### src/rtl/game_pkg.sv
// Shared definitions for the ship game: state codes, winner codes, screen size.
package game_pkg;

  localparam int SCREEN_WIDTH  = 640;
  localparam int SCREEN_HEIGHT = 480;

  // Match sequencer states
  localparam logic [2:0] ST_IDLE  = 3'd0;
  localparam logic [2:0] ST_CDOWN = 3'd1;
  localparam logic [2:0] ST_PLAY  = 3'd2;
  localparam logic [2:0] ST_HIT   = 3'd3;
  localparam logic [2:0] ST_CHECK = 3'd4;
  localparam logic [2:0] ST_OVER  = 3'd5;

  // Winner codes reported by the core and by the match sequencer
  localparam logic [1:0] WIN_NONE = 2'd0;
  localparam logic [1:0] WIN_P1   = 2'd1;
  localparam logic [1:0] WIN_P2   = 2'd2;
  localparam logic [1:0] WIN_DRAW = 2'd3;

  // Round-win counter increment that sticks at the match limit
  function automatic logic [3:0] sat_inc(input logic [3:0] s, input logic [3:0] lim);
    return (s >= lim) ? s : s + 4'd1;
  endfunction

endpackage

### src/rtl/game_match_ctrl_if.sv
// Bundle between VGA timing / switches / game core and the match sequencer.
interface game_match_ctrl_if;

  logic [9:0] x_pixel;
  logic [9:0] y_pixel;
  logic       start_btn;
  logic       core_game_over;
  logic [1:0] core_winner;
  logic       core_rst;
  logic       core_step;
  logic [2:0] state;
  logic [1:0] countdown;
  logic [3:0] score1;
  logic [3:0] score2;
  logic [1:0] match_winner;

  // Sequencer side
  modport master (
    input  x_pixel, y_pixel, start_btn, core_game_over, core_winner,
    output core_rst, core_step, state, countdown, score1, score2, match_winner
  );

  // Environment / core side
  modport slave (
    output x_pixel, y_pixel, start_btn, core_game_over, core_winner,
    input  core_rst, core_step, state, countdown, score1, score2, match_winner
  );

endinterface

### src/rtl/game_btn_sync.sv
// Two-flop synchroniser for an asynchronous switch plus a one-clock rising-edge pulse.
module game_btn_sync (
  input  logic clk,
  input  logic rst_n,
  input  logic btn_i,
  output logic pulse_o
);

  logic meta_q, sync_q, prev_q;

  // Synchronise the switch and keep last synchronised level for edge detect
  always_ff @(posedge clk or negedge rst_n) begin
    if (!rst_n) begin
      meta_q <= 1'b0;
      sync_q <= 1'b0;
      prev_q <= 1'b0;
    end else begin
      meta_q <= btn_i;
      sync_q <= meta_q;
      prev_q <= sync_q;
    end
  end

  assign pulse_o = sync_q & ~prev_q;

endmodule

### src/rtl/game_match_ctrl.sv
// Match sequencer: frame-rate gating of the game core, round scoring and match flow.
module game_match_ctrl
  import game_pkg::*;
#(
  parameter int FRAMES_PER_SEC = 60,
  parameter int HIT_FRAMES     = 90,
  parameter int WIN_SCORE      = 5
) (
  input  logic              clk,
  input  logic              rst_n,
  game_match_ctrl_if.master bus
);

  localparam logic [9:0] TICK_Y  = 10'(SCREEN_HEIGHT);
  localparam logic [7:0] CD_1    = 8'(FRAMES_PER_SEC);
  localparam logic [7:0] CD_2    = 8'(2 * FRAMES_PER_SEC);
  localparam logic [7:0] CD_END  = 8'(3 * FRAMES_PER_SEC - 1);
  localparam logic [7:0] HIT_END = 8'(HIT_FRAMES - 1);
  localparam logic [3:0] WIN     = 4'(WIN_SCORE);

  logic       start_pulse;
  logic       match_q, match_prev_q, tick_q;
  logic [2:0] state_q, state_d;
  logic [7:0] cnt_q;
  logic [3:0] s1_q, s1_d, s2_q, s2_d;
  logic [1:0] mw_q, mw_d;

  game_btn_sync u_start_sync (
    .clk     (clk),
    .rst_n   (rst_n),
    .btn_i   (bus.start_btn),
    .pulse_o (start_pulse)
  );

  // Frame tick: register the coordinate match, then edge-detect it (one tick per frame)
  always_ff @(posedge clk or negedge rst_n) begin
    if (!rst_n) begin
      match_q      <= 1'b0;
      match_prev_q <= 1'b0;
      tick_q       <= 1'b0;
    end else begin
      match_q      <= (bus.x_pixel == 10'd0) && (bus.y_pixel == TICK_Y);
      match_prev_q <= match_q;
      tick_q       <= match_q & ~match_prev_q;
    end
  end

  // Next-state, scoring and match-winner decisions
  always_comb begin
    state_d = state_q;
    s1_d    = s1_q;
    s2_d    = s2_q;
    mw_d    = mw_q;
    case (state_q)
      ST_IDLE, ST_OVER: begin
        if (start_pulse) begin
          state_d = ST_CDOWN;
          s1_d    = 4'd0;
          s2_d    = 4'd0;
          mw_d    = WIN_NONE;
        end
      end
      ST_CDOWN: if (tick_q && cnt_q == CD_END) state_d = ST_PLAY;
      ST_PLAY: begin
        // Game over is sampled every clock, not only on frame ticks
        if (bus.core_game_over) begin
          state_d = ST_HIT;
          case (bus.core_winner)
            WIN_P1:           s1_d = sat_inc(s1_q, WIN);
            WIN_P2:           s2_d = sat_inc(s2_q, WIN);
            WIN_NONE, WIN_DRAW: ;
          endcase
        end
      end
      ST_HIT: if (tick_q && cnt_q == HIT_END) state_d = ST_CHECK;
      ST_CHECK: begin
        if (s1_q == WIN) begin
          state_d = ST_OVER;
          mw_d    = WIN_P1;
        end else if (s2_q == WIN) begin
          state_d = ST_OVER;
          mw_d    = WIN_P2;
        end else begin
          state_d = ST_CDOWN;
        end
      end
      default: state_d = ST_IDLE;
    endcase
  end

  // State, scores and match winner registers
  always_ff @(posedge clk or negedge rst_n) begin
    if (!rst_n) begin
      state_q <= ST_IDLE;
      s1_q    <= 4'd0;
      s2_q    <= 4'd0;
      mw_q    <= WIN_NONE;
    end else begin
      state_q <= state_d;
      s1_q    <= s1_d;
      s2_q    <= s2_d;
      mw_q    <= mw_d;
    end
  end

  // Frame counter restarts on every state change so each state times from zero
  always_ff @(posedge clk or negedge rst_n) begin
    if (!rst_n)                  cnt_q <= 8'd0;
    else if (state_d != state_q) cnt_q <= 8'd0;
    else if (tick_q)             cnt_q <= cnt_q + 8'd1;
  end

  // Countdown digit shown while counting in a new round
  always_comb begin
    bus.countdown = 2'd0;
    if (state_q == ST_CDOWN) begin
      if (cnt_q < CD_1)      bus.countdown = 2'd3;
      else if (cnt_q < CD_2) bus.countdown = 2'd2;
      else                   bus.countdown = 2'd1;
    end
  end

  assign bus.core_rst     = (state_q == ST_IDLE) || (state_q == ST_CDOWN) || (state_q == ST_CHECK);
  assign bus.core_step    = tick_q && (state_q == ST_PLAY);
  assign bus.state        = state_q;
  assign bus.score1       = s1_q;
  assign bus.score2       = s2_q;
  assign bus.match_winner = mw_q;

endmodule

### src/flat_wrapper.sv
// flat-port wrapper written by rule: the top's interface ports become plain ports
module game_match_ctrl_flat import game_pkg::*;
#(
  parameter int FRAMES_PER_SEC = 60,
  parameter int HIT_FRAMES     = 90,
  parameter int WIN_SCORE      = 5
)
  (clk, rst_n, bus_x_pixel, bus_y_pixel, bus_start_btn, bus_core_game_over, bus_core_winner, bus_core_rst, bus_core_step, bus_state, bus_countdown, bus_score1, bus_score2, bus_match_winner);
  game_match_ctrl_if bus_i ();
  input  logic clk;
  input  logic rst_n;
  input wire logic [$bits(bus_i.x_pixel)-1:0] bus_x_pixel;
  input wire logic [$bits(bus_i.y_pixel)-1:0] bus_y_pixel;
  input wire logic [$bits(bus_i.start_btn)-1:0] bus_start_btn;
  input wire logic [$bits(bus_i.core_game_over)-1:0] bus_core_game_over;
  input wire logic [$bits(bus_i.core_winner)-1:0] bus_core_winner;
  output wire logic [$bits(bus_i.core_rst)-1:0] bus_core_rst;
  output wire logic [$bits(bus_i.core_step)-1:0] bus_core_step;
  output wire logic [$bits(bus_i.state)-1:0] bus_state;
  output wire logic [$bits(bus_i.countdown)-1:0] bus_countdown;
  output wire logic [$bits(bus_i.score1)-1:0] bus_score1;
  output wire logic [$bits(bus_i.score2)-1:0] bus_score2;
  output wire logic [$bits(bus_i.match_winner)-1:0] bus_match_winner;
  assign bus_i.x_pixel = bus_x_pixel;
  assign bus_i.y_pixel = bus_y_pixel;
  assign bus_i.start_btn = bus_start_btn;
  assign bus_i.core_game_over = bus_core_game_over;
  assign bus_i.core_winner = bus_core_winner;
  assign bus_core_rst = bus_i.core_rst;
  assign bus_core_step = bus_i.core_step;
  assign bus_state = bus_i.state;
  assign bus_countdown = bus_i.countdown;
  assign bus_score1 = bus_i.score1;
  assign bus_score2 = bus_i.score2;
  assign bus_match_winner = bus_i.match_winner;
  game_match_ctrl #(.FRAMES_PER_SEC(FRAMES_PER_SEC), .HIT_FRAMES(HIT_FRAMES), .WIN_SCORE(WIN_SCORE)) u_core (.clk(clk), .rst_n(rst_n), .bus(bus_i));
endmodule
### config.mk
export PLATFORM = sky130hd
export DESIGN_NAME = game_match_ctrl_flat
export DESIGN_NICKNAME = d
export VERILOG_FILES = /design/src/rtl/game_pkg.sv /design/src/rtl/game_match_ctrl_if.sv /design/src/rtl/game_btn_sync.sv /design/src/rtl/game_match_ctrl.sv /design/src/flat_wrapper.sv
export SDC_FILE = /design/constraint.sdc
export NUM_CORES = 1
export LEC_CHECK = 0
export ABC_AREA = 1
export BUFFER_PORTS_ARGS = -buffer_cell sky130_fd_sc_hd__buf_2
export CAP_MARGIN = 0
export CORE_MARGIN = 10
export CORE_UTILIZATION = 40
export CTS_BUF_LIST = sky130_fd_sc_hd__clkbuf_4
export DETAILED_ROUTE_END_ITERATION = 8
export PLACE_DENSITY = 0.69
export SETUP_SLACK_MARGIN = 0.02
export SLEW_MARGIN = 0
export SYNTH_ARGS = -nofsm -noshare
export SYNTH_HDL_FRONTEND = slang
export SYNTH_HIERARCHICAL = 1
export SYNTH_SLANG_ARGS = --single-unit
### constraint.sdc
create_clock -name clk -period 2.24 [get_ports clk]
set_clock_uncertainty 0.1 [all_clocks]
set_input_delay 0.112 -clock clk [delete_from_list [all_inputs] [get_ports clk]]
set_output_delay 0.112 -clock clk [all_outputs]
set_load 0.05 [all_outputs]
==> impl_results.md, run 1 <==
- Run status: completed
- First-pass GRT wire length: 6920 µm
- Worst Path Max Fanout: 1
- Die X: roughly 84 µm
- GRT Total Usage: between 10% and 20%
- Yosys cell types: 29
- DP HPWL: 2963 µm
- Kind of critical path: primary input to flip-flop
- Area Growth Syn to Fin: 22.43%
- Num Clock Sinks: 27
- Static Leakage: 0.001012 µW
- Nets: 306
- Reg clk slew, reported paths: ~0.15 ns
- Yosys warning count: 6
- Dominant cell type by area after synthesis: dfrtp_1
- WL/cell: 11.65 µm
- Crit path buf inv count: 4
- Final worst path period share: 93.53%
- Worst path cell trace: dlygate4sd3_1, buf_2, nor4_1, dlygate4sd3_1, nand3_1, dlygate4sd3_1, nor2_1
- I/O pins: 43
- Sequential fraction of the synthesis area: between 40% and 50%
- Largest net degree at the start of global routing: 28
- Cell Area, Placed: approximately 1900 µm²
- Post-synth top area share: 41.06%
- Critical path arrival: 2.25 ns
- Initial Util: roughly 41%
- Cts bufs inserted: 3
- Cell Rows: 23
- Routed Antenna Nets: 0
- Via Count: 1541
- Maximum VDD drop: between 0.00015 and 0.0002 V
- Postcts setup bufs: 0
- DIE HEIGHT: 84.14 µm
- Core Footprint: approximately 4000 µm²
- Worst-Margin Slew: about 0.60 ns
- Crit path largest cell delay: a little under 0.6 ns
- Power density cells: ~370 nW/µm²
- CTS tree: yes
- DRT iter0 DRCs: 118
- Hold Vio Cnt, Final: 0
- Proportion of layout cells with a drive suffix above 1: between 20% and 30%
- Max-cap violation count: 0
- Most frequent cells in the layout: 51 x nand2_1, 42 x buf_2, 30 x inv_1, 30 x nor2_1, 27 x dfrtp_1
- Fin cells: approximately 320
- Clock Latency Late Sink: 0.32 ns
- CTS Buffer Depth: 2
- Vias in the first global route: approximately 1600
- Final setup vio count: 0
- GRT overflow: 0
- Setup_tns: 0 ns
- Hold WC Path Type: primary input to flip-flop
- CP required: 2.40 ns
- Root buffer cell: clkbuf_4
- Most common cell after layout, fill and taps aside: nand2_1
- Antenna cells: 0
- Top delay family on crit path: buffers and inverters
- DRT Pass-1 Iters: 4
- Fmax: about 480 MHz
- Initial antenna violation count: 0
- Area contributors post-synth: dfrtp_1 41%, nand2_1 12%, inv_1 6.8%
- FF+latch count, synth: 27
- Drc violations: 0
- Most Frequent Cell on Critical Path: dlygate4sd3_1
- Syn Inst Count: ~220
- Cell Area, Synth: approximately 1600 µm²
- Mean post-synth cell area: 7.513 µm²
- Final GP Congestion: 0.8831
- CP Capture Type: flip-flop
- Area of the die: ~7000 µm²
- Post-synthesis net count: around 250
- Max H-tree Level: 1
- Placed Cells: 309
- RSZ-0062 raised after global routing: no
- Period minus WS final: approximately 2.1 ns
- Max-slew violations: 0
- I/O Buffers: 42
- Worst slew margin: between 60% and 70%
- Post-layout power: roughly 750 µW
- Post-route cell area: between 2000 and 2500 µm²
- Vias per cell: 4.801
- Routed wire length: about 3700 µm
- Worst path slowest cell: dlygate4sd3_1
- Crit path launch type: primary input
==> registers in the layout, indices dropped and copies added (netlist names) <==
register                    flops
u_core/bus.score1               4
u_core/tick_q                   1
u_core/bus.score2               4
u_core/cnt_q                    8
u_core/u_start_sync/meta_q      1
u_core/u_start_sync/sync_q      1
u_core/u_start_sync/prev_q      1
u_core/match_q                  1
u_core/bus.state                3
u_core/match_prev_q             1
u_core/bus.match_winner         2
==> path summary, 6_finish.rpt <==
path,start,end,cells past startpoint,slack (ns)
worst min-delay path,bus_core_game_over,u_core/bus.state[0],5,0.09
worst min register to register,u_core/u_start_sync/meta_q,u_core/u_start_sync/sync_q,0,0.26
max in group asynchronous,rst_n,u_core/cnt_q[4],2,1.43
min in group asynchronous,rst_n,u_core/bus.score2[2],2,0.21
worst max-delay path,bus_y_pixel[4],u_core/match_q,7,0.14
worst max register to register,u_core/bus.state[0],u_core/cnt_q[1],8,0.44
==> kinds of logic after synthesis <==
family	after synthesis	synth area share, %
buf+inv	35	8.593
flops	27	41.06
simple gates	118	32.09
xor+xnor	7	3.726
compound gates	24	8.441
fa+ha+maj	8	6.084
==> synth_stat cells <==
master,n
o22ai_1,1
nand3b_2,1
inv_2,2
nand2_2,1
xnor2_1,2
nand4_1,5
nor3_1,3
o211ai_1,1
buf_6,1
nor2_1,30
or2_2,3
o21ai_0,7
ha_1,8
nor4_1,5
a31oi_1,1
nor2_2,1
inv_1,30
nand3_1,16
xor2_1,5
o21ai_2,1
nor3b_1,1
a21oi_1,6
o21ai_1,5
o211ai_2,1
buf_2,2
nand2_1,51
dfrtp_1,27
o31ai_1,1
nor3_4,1
==> layer usage <==
| metal | wire length (µm) | global-route usage (%) | part of all wire [%] |
|---|---|---|---|
| met3 | 231 | 2.802 | 6.2 |
| met1 | 1806 | 13.80 | 48 |
| met2 | 1665 | 17.98 | 45 |
| met5 | 0 | 0 | 0 |
| met4 | 36 | 4.262 | 0.96 |
==> worst register-to-register path, stage by stage (launching register included) <==
cell and delay (ns):
dfrtp_1 0.55, inv_1 0.15, nor3_1 0.30, nand2_1 0.12
nand3_1 0.08, nand2_1 0.05, nor2_1 0.12, nand2_2 0.14
nor2_1 0.11
==> cell type report <==
type,count,area [µm²]
Multi-Input combinational cell,157,828.3
Timing Repair Buffer,51,297.8
Fill cell,392,1986
Tap cell,50,62.56
Clock buffer,4,30.03
Sequential cell,27,675.6
Inverter,32,120.1
==> power breakdown <==
part / internal [µW] / switching, µW / leakage (µW)
sequential: 490 / 0.965 / 0.000365
clock: 81.7 / 138 / 0.0000184
combinational: 23.7 / 20.0 / 0.000628
total: 596 / 159 / 0.00101
==> repair_timing <==
| item | 4_1_cts | 5_1_grt |
|---|---|---|
| hold buffers | 8 | 0 |
| hold endpoints to repair | 29 | 0 |
| gates resized for setup | 0 | 0 |
==> per-stage QoR <==
stage / util [%] / worst slack, ns / hold slack [ns]
2_1_floorplan: - / 0.1249 / -0.2836
3_3_place_gp: 47.61 / 0.5137 / 0.05720
3_5_place_dp: 47.61 / 0.4839 / 0.06345
4_1_cts: 50.36 / 0.2109 / 0.06307
5_1_grt: 50.36 / 0.08308 / 0.07133
6_report: 50.36 / 0.1450 / 0.09095
(Power assumes the default switching activity.)
==> inputs of run 2 (changes only) <==
--- a/config.mk
+++ b/config.mk
@@ -8,6 +8,7 @@
 export ABC_AREA = 1
 export BUFFER_PORTS_ARGS = -buffer_cell sky130_fd_sc_hd__buf_2
 export CAP_MARGIN = 0
+export CORE_ASPECT_RATIO = 0.7
 export CORE_MARGIN = 10
 export CORE_UTILIZATION = 40
 export CTS_BUF_LIST = sky130_fd_sc_hd__clkbuf_4
==> constraint.sdc (replaced) <==
create_clock -name clk -period 2.7 [get_ports clk]
set_clock_uncertainty 0.1 [all_clocks]
set_input_delay 0.135 -clock clk [delete_from_list [all_inputs] [get_ports clk]]
set_output_delay 0.135 -clock clk [all_outputs]
set_load 0.05 [all_outputs]
==> run 2 against run 1 <==
Effect of this change: final area shrank 1.4%; sequential share of layout area is 0.46 points higher; register-to-register slack better by 0.34 ns; critical endpoint is now bus_core_step.
==> impl_results.md, run 2 (synthesis gave the netlist of run 1 again) <==
- Run status: completed
- Cell Int Power: 485.5 µW
- Via Count: between 1500 and 2000
- Worst path slowest cell: dfrtp_1
- Largest net degree at the start of global routing: 28
- Hold WS: around 0.13 ns
- Core Footprint: slightly below 4000 µm²
- Final worst path period share: between 80% and 90%
- Most frequent cells in the layout: 51 x nand2_1, 42 x buf_2, 30 x inv_1, 30 x nor2_1, 27 x dfrtp_1
- Vias per cell: between 4 and 5
- Root buffer cell: clkbuf_4
- Final setup vio count: 0
- Reg clk slew, reported paths: 0.16 ns
- Die X: approximately 97 µm
- WL/cell: between 10 and 15 µm
- Post-layout power: 638.4 µW
- Switching share of power: between 20% and 30%
- Register with the most flip-flops: u_core/cnt_q
- DIE HEIGHT: between 70 and 80 µm
- Worst-Margin Slew: 0.6031 ns
- Crit path launch type: flip-flop
- CTS tree: yes
- P_sw: between 150 and 200 µW
- Final GP Congestion: 0.9416
- Cell Rows: 19
- Reg-to-reg critical path startpoint: u_core/bus.state[2]
- Clock Latency Late Sink: roughly 0.34 ns
- Max reg flops: 8
- Crit path largest cell delay: between 0.5 and 0.6 ns
- Area of the die: a little over 7000 µm²
- Most common cell after layout, fill and taps aside: nand2_1
- CP required: around 2.5 ns
- Proportion of layout cells with a drive suffix above 1: a little over a fifth
- Setup_tns: 0 ns
- Combinational share of power: 5.4%
- Maximum VDD drop: slightly below 0.0002 V
- I/O pins: 43
- Multi-input gate area: between 800 and 900 µm²
- DRT Pass-1 Iters: 4
- GRT Total Usage: roughly 11%
- Final worst slack: between 0.5 and 0.6 ns
- Vias in the first global route: about 1500
- CTS Buffer Depth: 2
- Power share of the clock group: 30.8%
- DP HPWL: roughly 3100 µm
- Worst path cell trace: nor3_4, inv_2, nor2_1, buf_2
- Share of power burned in registers: roughly 64%
- Worst slew margin: between 50% and 60%
- DRT iter0 DRCs: 90
- Antenna cells: 0
- Max H-tree Level: 1
- Kind of critical path: flip-flop to output pin
- First-pass GRT wire length: approximately 6700 µm
- Cts bufs inserted: 3
- Pre-CTS setup slack: ~0.85 ns
- Max-cap violation count: 0
- Worst hold start: bus_core_game_over
- Num Clock Sinks: 27
- Critical path arrival: between 1.5 and 2 ns
- Initial antenna violation count: 0
- Hold WC Path Type: primary input to flip-flop
- Nets: a little over 300
- RSZ-0062 raised after global routing: no
- Filler cell count: 408
- Postcts setup bufs: 0
- Critical Path Start: u_core/bus.state[2]
- CP Capture Type: output pin
- Area Growth Syn to Fin: 20.76%
- I/O Buffers: 42
- Routed Antenna Nets: 0
- Static Leakage: between 0.0009 and 0.001 µW
- Drc violations: 0
- Routed wire length: roughly 4000 µm
- Fmax: between 400 and 500 MHz
- Storage cell area: between 600 and 700 µm²
- Period minus WS final: roughly 2.2 ns
- Hold Vio Cnt, Final: 0
- Power density cells: 321.3 nW/µm²
- GRT overflow: 0
- Worst Path Max Fanout: 10
- Max-slew violations: 0
- Initial Util: roughly two fifths
==> run 2: power by group through the flow <==
stage               combinational (µW)  clock, µW  sequential [µW]
global route                      40.1        225              408
global placement                  30.5          0              415
finish                            34.4        196              408
CTS                               35.3        205              408
floorplan                         4.68          0              415
detailed placement                31.7          0              415
==> run 2: repair_timing <==
action / 4_1_cts / 5_1_grt
setup endpoints to repair: 0 / 1
endpoints found under the hold margin: 29 / 0
hold buffers: 6 / 0
gates resized for setup: 0 / 1
==> run 2: worst max-delay path: cells and delay by family (launching register included) <==
kind,cells,cell delay [ns]
flip-flops,1,0.54
AND/OR/NAND/NOR,2,0.61
buffers and inverters,2,0.43
==> run 2: per-stage QoR <==
stage | util [%] | instance area [µm²] | std cells
after floorplan | - | 1645 | 219
after global placement | 48.13 | 1899 | 310
after detailed placement | 48.13 | 1899 | 310
after CTS | 50.44 | 1991 | 320
after global routing | 50.35 | 1987 | 319
final | 50.35 | 1987 | 319
==> run 2: per-layer routing <==
metal | vias up | track usage, % | part of all wire [%]
met5 | - | 0 | 0
met2 | 67 | 16.12 | 40
met1 | 708 | 15.70 | 51
met4 | 0 | 2.447 | 0.63
li1 | 798 | - | -
met3 | 2 | 3.558 | 7.9
==> run 2: area by class of cell <==
cell class / count / share of cell area [%]
timing repair buffer: 47 / 13.10
clock buffer: 3 / 1.133
sequential: 27 / 34.00
tap: 52 / 3.275
inverter: 32 / 6.045
multi-input combinational: 157 / 42.00
clock inverter: 1 / 0.4408
==> run 2: final timing paths <==
check                                                  end  slack (ns)  cells past startpoint
worst max-delay path                         bus_core_step        0.54                      4
worst min-delay path                   u_core/bus.state[0]        0.13                      5
min in group asynchronous       u_core/bus.match_winner[1]        0.21                      2
worst min register to register  u_core/u_start_sync/sync_q        0.27                      0
max in group asynchronous             u_core/bus.score2[3]        1.90                      2
worst max register to register        u_core/bus.score1[1]        0.78                      7
